==> config.mk <==
export PLATFORM = sky130hd
export DESIGN_NAME = game_timer_display
export DESIGN_NICKNAME = d
export VERILOG_FILES = /design/src/rtl/game_pkg.sv /design/src/rtl/seg_bcd_decode.sv /design/src/rtl/game_timer_display.sv
export SDC_FILE = /design/constraint.sdc
export NUM_CORES = 1
export LEC_CHECK = 0
export BUFFER_PORTS_ARGS = -buffer_cell sky130_fd_sc_hd__buf_4
export CAP_MARGIN = 20
export CORE_MARGIN = 2
export CORE_UTILIZATION = 60
export DETAILED_ROUTE_END_ITERATION = 10
export GPL_ROUTABILITY_DRIVEN = 0
export GPL_TIMING_DRIVEN = 0
export HOLD_SLACK_MARGIN = 0.15
export PLACE_DENSITY = 0.87
export SYNTH_ARGS = -nofsm -noshare
export SYNTH_HDL_FRONTEND = slang
export SYNTH_SLANG_ARGS = --single-unit
==> constraint.sdc <==
create_clock -name clk -period 3.82 [get_ports clk]
set_clock_uncertainty 0.15 [all_clocks]
set_input_delay 0.191 -clock clk [delete_from_list [all_inputs] [get_ports clk]]
set_output_delay 0.191 -clock clk [all_outputs]
set_load 0.02 [all_outputs]
==> src/rtl/game_pkg.sv <==
// Shared encodings for the maze game timer/scoreboard: FSM states,
// seven-segment glyphs and the decimal digit segment table.
package game_pkg;

  typedef enum logic [1:0] {
    ST_IDLE = 2'b00,
    ST_RUN  = 2'b01,
    ST_WIN  = 2'b10,
    ST_LOSE = 2'b11
  } state_e;

  // Segment bit order is {dp,g,f,e,d,c,b,a}, active-high; dp is never lit.
  localparam logic [7:0] SEG_BLANK = 8'h00;
  localparam logic [7:0] SEG_DASH  = 8'h40;
  localparam logic [7:0] SEG_RUN   = 8'h50;  // 'r'
  localparam logic [7:0] SEG_WIN   = 8'h73;  // 'P'
  localparam logic [7:0] SEG_LOSE  = 8'h38;  // 'L'

  // Decimal digit to segment pattern; non-decimal codes render blank.
  function automatic logic [7:0] digit_seg(input logic [3:0] d);
    logic [7:0] s;
    case (d)
      4'd0:    s = 8'h3F;
      4'd1:    s = 8'h06;
      4'd2:    s = 8'h5B;
      4'd3:    s = 8'h4F;
      4'd4:    s = 8'h66;
      4'd5:    s = 8'h6D;
      4'd6:    s = 8'h7D;
      4'd7:    s = 8'h07;
      4'd8:    s = 8'h7F;
      4'd9:    s = 8'h6F;
      default: s = SEG_BLANK;
    endcase
    return s;
  endfunction

  // Glyph shown in the leftmost digit for each game state.
  function automatic logic [7:0] state_glyph(input state_e st);
    logic [7:0] s;
    case (st)
      ST_IDLE: s = SEG_DASH;
      ST_RUN:  s = SEG_RUN;
      ST_WIN:  s = SEG_WIN;
      default: s = SEG_LOSE;
    endcase
    return s;
  endfunction

endpackage

==> src/rtl/seg_bcd_decode.sv <==
// Combinational 7-bit binary to 3-digit BCD converter (double-dabble).
// Output is {hundreds, tens, ones}, one nibble each.
module seg_bcd_decode (
  input  logic [6:0]  bin_i,
  output logic [11:0] bcd_o
);

  logic [11:0] bcd_d;

  // Shift binary bits in MSB-first, adding 3 to any nibble above 4 beforehand.
  always_comb begin
    bcd_d = '0;
    for (int i = 6; i >= 0; i--) begin
      if (bcd_d[3:0] > 4'd4) bcd_d[3:0] = bcd_d[3:0] + 4'd3;
      if (bcd_d[7:4] > 4'd4) bcd_d[7:4] = bcd_d[7:4] + 4'd3;
      bcd_d = {bcd_d[10:0], bin_i[i]};
    end
  end

  assign bcd_o = bcd_d;

endmodule

==> src/rtl/game_timer_display.sv <==
// Countdown game timer plus 8-digit multiplexed seven-segment scoreboard.
// Runs the IDLE/RUN/WIN/LOSE game FSM, the one-second prescaler, and the
// display scan that shows step count, seconds left and a state glyph.
module game_timer_display
  import game_pkg::*;
#(
  parameter int unsigned TICK_DIV  = 50_000_000,
  parameter int unsigned SCAN_DIV  = 50_000,
  parameter int unsigned START_SEC = 30
) (
  input  logic       clk,
  input  logic       rst,
  input  logic       start,
  input  logic       suc,
  input  logic [6:0] step_cnt,
  output logic [4:0] time_sign,
  output logic [1:0] state,
  output logic [7:0] seg,
  output logic [7:0] cat
);

  localparam int unsigned PW = $clog2(TICK_DIV);
  localparam int unsigned SW = (SCAN_DIV > 1) ? $clog2(SCAN_DIV) : 1;
  localparam logic [PW-1:0] PRESC_LAST = PW'(TICK_DIV - 1);
  localparam logic [SW-1:0] SCAN_LAST  = SW'(SCAN_DIV - 1);
  localparam logic [4:0]    START_V    = 5'(START_SEC);

  state_e        state_q;
  logic [4:0]    time_q;
  logic [PW-1:0] presc_q;
  logic [SW-1:0] scan_q;
  logic [2:0]    idx_q;
  logic          start_q;
  logic [7:0]    seg_q, seg_d;
  logic [7:0]    cat_q, cat_d;
  logic          go;
  logic          tick;
  logic [11:0]   step_bcd;
  logic [11:0]   time_bcd;
  logic          time_hund_unused;

  // Previous start level, used for rising-edge detection.
  always_ff @(posedge clk or negedge rst) begin
    if (!rst) start_q <= 1'b0;
    else      start_q <= start;
  end

  assign go   = start & ~start_q;
  assign tick = (state_q == ST_RUN) && (presc_q == PRESC_LAST);

  // Game FSM with countdown and prescaler; a start edge restarts from any state.
  always_ff @(posedge clk or negedge rst) begin
    if (!rst) begin
      state_q <= ST_IDLE;
      time_q  <= START_V;
      presc_q <= '0;
    end else if (go) begin
      state_q <= ST_RUN;
      time_q  <= START_V;
      presc_q <= '0;
    end else begin
      case (state_q)
        ST_RUN: begin
          if (suc) begin
            // Reaching the goal wins even on a tick cycle; time stays frozen.
            state_q <= ST_WIN;
            presc_q <= '0;
          end else if (tick) begin
            presc_q <= '0;
            if (time_q <= 5'd1) begin
              time_q  <= 5'd0;
              state_q <= ST_LOSE;
            end else begin
              time_q <= time_q - 5'd1;
            end
          end else begin
            presc_q <= presc_q + 1'b1;
          end
        end
        default: presc_q <= '0;
      endcase
    end
  end

  // Digit slot timer and digit index; free-running in every state.
  always_ff @(posedge clk or negedge rst) begin
    if (!rst) begin
      scan_q <= '0;
      idx_q  <= '0;
    end else if (scan_q == SCAN_LAST) begin
      scan_q <= '0;
      idx_q  <= idx_q + 3'd1;
    end else begin
      scan_q <= scan_q + 1'b1;
    end
  end

  seg_bcd_decode u_step_bcd (
    .bin_i (step_cnt),
    .bcd_o (step_bcd)
  );

  seg_bcd_decode u_time_bcd (
    .bin_i ({2'b00, time_q}),
    .bcd_o (time_bcd)
  );

  // Time never exceeds 31 s, so its hundreds digit is always zero.
  assign time_hund_unused = ^time_bcd[11:8];

  // Select the segment pattern for the digit currently being scanned.
  always_comb begin
    seg_d = SEG_BLANK;
    case (idx_q)
      3'd0: seg_d = digit_seg(step_bcd[3:0]);
      3'd1: seg_d = (step_bcd[11:4] == 8'd0) ? SEG_BLANK : digit_seg(step_bcd[7:4]);
      3'd2: seg_d = (step_bcd[11:8] == 4'd0) ? SEG_BLANK : digit_seg(step_bcd[11:8]);
      3'd4: seg_d = digit_seg(time_bcd[3:0]);
      3'd5: seg_d = digit_seg(time_bcd[7:4]);
      3'd7: seg_d = state_glyph(state_q);
      default: seg_d = SEG_BLANK;
    endcase
    // Before the first game, numeric digits show dashes instead of values.
    if (state_q == ST_IDLE && idx_q != 3'd3 && idx_q != 3'd6 && idx_q != 3'd7) begin
      seg_d = SEG_DASH;
    end
    cat_d = ~(8'b1 << idx_q);
  end

  // Registered display drive, one clock behind the digit index.
  always_ff @(posedge clk or negedge rst) begin
    if (!rst) begin
      seg_q <= SEG_BLANK;
      cat_q <= 8'hFF;
    end else begin
      seg_q <= seg_d;
      cat_q <= cat_d;
    end
  end

  assign time_sign = time_q;
  assign state     = state_q;
  assign seg       = seg_q;
  assign cat       = cat_q;

endmodule

==> impl.org <==
** Logic synthesis
- Post-Synthesis Cells :: 584
- Mean area per synthesized cell :: 8.68 µm²
- Most frequent cell after synthesis :: sky130_fd_sc_hd__nor2_1
- Top_reg_cell synth :: sky130_fd_sc_hd__dfrtp_1
- Leading post-synthesis cells by cell area :: sky130_fd_sc_hd__dfrtp_1 (28%), sky130_fd_sc_hd__ha_1 (9.1%), sky130_fd_sc_hd__dfstp_2 (6.2%)
- Of the synthesized area, sequential elements account for 33.9%.
- After synthesis the netlist holds a flip-flop and latch count of 68.
- Sorting the synthesized cells by how often they occur yields sky130_fd_sc_hd__nor2_1 (73), sky130_fd_sc_hd__dfrtp_1 (56), sky130_fd_sc_hd__nand2_1 (52).
- Number of library cell types mapped by synthesis :: 79
- Cell area after synthesis :: 0.00507 mm²
- Post-Synthesis Net Count :: 632
- Number of enable flip-flop cells after synthesis :: 0
- Summed over its instances, the top area cell type makes up 27.6% of the synthesized netlist area.
- Top cell type by total area after synthesis :: sky130_fd_sc_hd__dfrtp_1
- After synthesis, the share of flip-flops with an asynchronous set or reset is 100%.
- YS warnings :: 0

** Power and ir drop
- Part of the power in registers :: 41.3%
- Of the total power, the share spent switching nets is 32.7%.
- Power spread over the standard cell area amounts to 320 mW/mm².
- Combinational logic is responsible for 27.5% of the overall power.
- Reported net switching power :: 0.000604 W
- Worst supply voltage drop on vdd :: 0.216 mV
- The analysis attributes to cell leakage a power of 2.45 nW.
- The internal portion of the total power is 0.00124 W.
- Clock share of power :: 31.2%

** Placement
- Summed over all nets, the half-perimeter wirelength after detailed placement is 8.52 mm.
- The count of buffers added on input and output ports is 30.
- Summing all placed instances gives a cell area of 0.00543 mm².

** Run status
- The flow ran to the end, and the final reports show no timing, DRC or antenna violations.

** Clock network
- The clock tree synthesis step divided the H-tree into 3 levels.
- The later pin in the worst-skew pair is clocked with a latency of 0.35 ns.
- Clock-pin transition on the worst setup and hold timing paths :: 0.08 ns
- TritonCTS built the clock tree.
- Clock Sink Count :: 68
- Clock Path Buffers :: 2
- Clock buffer count from CTS :: 9
- Clock tree synthesis selected as its root buffer the cell sky130_fd_sc_hd__clkbuf_8.

** Floorplan
- Height of the chip :: 95.9 µm
- # rows :: 33
- The die covers 0.00920 mm².
- Initial Utilization :: 61.7%
- The region available for standard cell placement spans 0.00822 mm².
- I/O pins :: 34
- Die X-Extent :: 95.9 µm

** Timing
- Max-slew violation count :: 0
- Total setup violations reported at the end of the flow :: 0
- At the pin with the least slew margin, the transition time is 1.01 ns.
- The worst path in the final design needs a cycle of 3.80 ns, including I/O delays and setup.
- Final cycle utilization of the critical path :: 99.4%
- Hold timing on the final database bottoms out at a slack of 0.315 ns.
- Setup repair after global routing could not meet its margin everywhere.
- Final hold violation count :: 0
- Fmax :: 263 MHz
- Worst relative slew slack :: 32.3%

** Drt
- The final route contains 4,620 vias.
- Count of nets left with antenna violations after detail routing :: 0
- Routed vias/inst :: 6.24
- After the first detailed-routing iteration, the DRC count stood at 337.
- DRT Wirelength :: 12.2 mm
- Dividing the detail-routed wire length by the instance count gives 16.5 µm.
- Remaining routing DRC violations :: 0
- For this run, the detailed router's first-pass iteration total came to 7.

** Critical path
- Data arrival time at the worst-slack endpoint :: 3.83 ns
- STA classifies the critical path startpoint as an input port.
- In this run the critical register-to-register path is launched from time_sign[2].
- The worst setup path is of the input port to flip-flop kind.
- At the worst endpoint, the required time is 3.85 ns.
- Launching instance or port of the critical path :: step_cnt[5]
- Endpoint kind of the worst setup timing path :: flip-flop
- In this run the worst path has a maximum fanout of 10.
- Measured in cells, the most critical reg-to-reg path has a length of 17.

** Hold path
- Origin of the worst min-delay path :: step_cnt[0]
- Counting instances, the worst hold path has a depth of 5.
- The min-delay analysis places its worst path in the category input port to flip-flop.

** Layout
- With fillers left out, the area of the finished cells amounts to 0.00577 mm².
- At the end of the flow, the number of nets in the layout was 678.
- The post-route netlist has 17.3% of its cells at a drive strength greater than 1.
- Storage cell area :: 0.00172 mm²
- Area occupied by multi-input gates :: 0.00321 mm²
- Fill cell count :: 623
- Area added between synthesis and finish :: 13.8%
- Antenna diode count :: 0

** Global routing
- Overflow left after global routing :: 0
- GRT Total Usage :: 27.7%
- Entering global routing, the biggest net connects 69 pins.
- The first global-routing pass estimated 20.3 mm of wire.
- Via count of the first global-routing pass :: 4,407
- Initial antenna violation count :: 0

** Run
- The tool flagged a number of max-cap violations equal to 0.
through the flow:
step | utilization [%] | TNS (ns) | setup slack, ns | cells | power (W)
after floorplan | - | 0 | 0.0103 | 584 | 0.00111
after global placement | 66.0 | -1.72 | -0.432 | 719 | 0.00123
after detailed placement | 66.0 | -3.14 | -0.658 | 719 | 0.00125
after CTS | 68.9 | 0 | 0.0292 | 738 | 0.00183
after global routing | 70.2 | -0.0990 | -0.0800 | 740 | 0.00194
final | 70.2 | 0 | 0.0242 | 740 | 0.00185
path summary, 6_finish.rpt:
kind                                to  slack [ns]
max                             seg[4]        0.02
min                             seg[3]        0.31
max reg2reg                     seg[5]        0.17
min reg2reg                  scan_q[0]        0.32
max in group asynchronous    scan_q[3]        2.64
min in group asynchronous  presc_q[21]        0.34
per-layer routing:
layer / up-vias / global-route usage [%] / part of all wire [%]
li1: 2169 / - / -
met1: 2208 / 36.1 / 40
met2: 206 / 45.7 / 52
met3: 37 / 5.40 / 6.3
met4: 0 / 10.5 / 1.6
met5: - / 0 / 0
power groups by stage:
stage | Sequential (W) | Clock [W] | Combinational [W]
finish | 0.000763 | 0.000577 | 0.000509
global route | 0.000764 | 0.000623 | 0.000550
CTS | 0.000762 | 0.000586 | 0.000478
detailed placement | 0.000775 | 0 | 0.000470
global placement | 0.000773 | 0 | 0.000454
floorplan | 0.000803 | 0 | 0.000303
registers in the layout, indices dropped and copies added (netlist names):
signal,cells
presc_q,26
scan_q,16
cat,8
seg,7
time_sign,5
idx_q,3
state,2
start_q,1
kinds of logic after synthesis:
group,share of synthesized area (%)
AND/OR/NAND/NOR,22.4
AO/OA/AOI/OAI,18.2
flip-flops,33.9
buffers and inverters,4.79
XOR/XNOR,8.39
adder cells (fa/ha/maj),9.13
multiplexers,3.08
other,0.0740
critical path: stages:
cell	delay, ns
sky130_fd_sc_hd__buf_4	0.14
sky130_fd_sc_hd__inv_1	0.09
sky130_fd_sc_hd__ha_1	0.20
sky130_fd_sc_hd__ha_1	0.21
sky130_fd_sc_hd__clkbuf_1	0.39
sky130_fd_sc_hd__nor2_1	0.19
sky130_fd_sc_hd__o41ai_1	0.56
sky130_fd_sc_hd__o32a_2	0.35
sky130_fd_sc_hd__nor2_1	0.09
sky130_fd_sc_hd__a22oi_2	0.22
sky130_fd_sc_hd__inv_1	0.11
sky130_fd_sc_hd__ha_1	0.24
sky130_fd_sc_hd__a22oi_1	0.19
sky130_fd_sc_hd__nor2_1	0.06
sky130_fd_sc_hd__a221o_1	0.30
sky130_fd_sc_hd__a21oi_1	0.17
sky130_fd_sc_hd__o31ai_1	0.11
final cells by class:
cell class | instances | share of cell area [%]
repair buffers | 36 | 4.81
flip-flops and latches | 68 | 29.7
multi-input cells | 461 | 55.7
clock inverters | 5 | 0.911
well taps | 105 | 2.28
plain buffers | 22 | 2.19
inverters | 32 | 2.08
clock buffers | 11 | 2.28
repair_timing:
action / 4_1_cts / 5_1_grt
resized for setup: 4 / 22
setup buffers: 0 / 1
hold endpoints to repair: 65 / 0
cloned: 0 / 0
pin swaps: 0 / 4
endpoints found under the setup margin: 6 / 7
hold buffers: 4 / 0
layout by cell type (no fill, tap or decap), types with 10 or more instances in the layout:
cell / instances
sky130_fd_sc_hd__xnor2_1: 18
sky130_fd_sc_hd__a21oi_1: 24
sky130_fd_sc_hd__inv_1: 31
sky130_fd_sc_hd__clkbuf_1: 15
sky130_fd_sc_hd__o211ai_1: 11
sky130_fd_sc_hd__nor2_1: 72
sky130_fd_sc_hd__ha_1: 32
sky130_fd_sc_hd__xor2_1: 21
sky130_fd_sc_hd__dfstp_2: 12
sky130_fd_sc_hd__buf_4: 33
sky130_fd_sc_hd__dfrtp_1: 56
sky130_fd_sc_hd__mux2i_1: 10
sky130_fd_sc_hd__nand2_1: 52
sky130_fd_sc_hd__nand3_1: 32
sky130_fd_sc_hd__o21ai_0: 22
(Power assumes the default switching activity.)
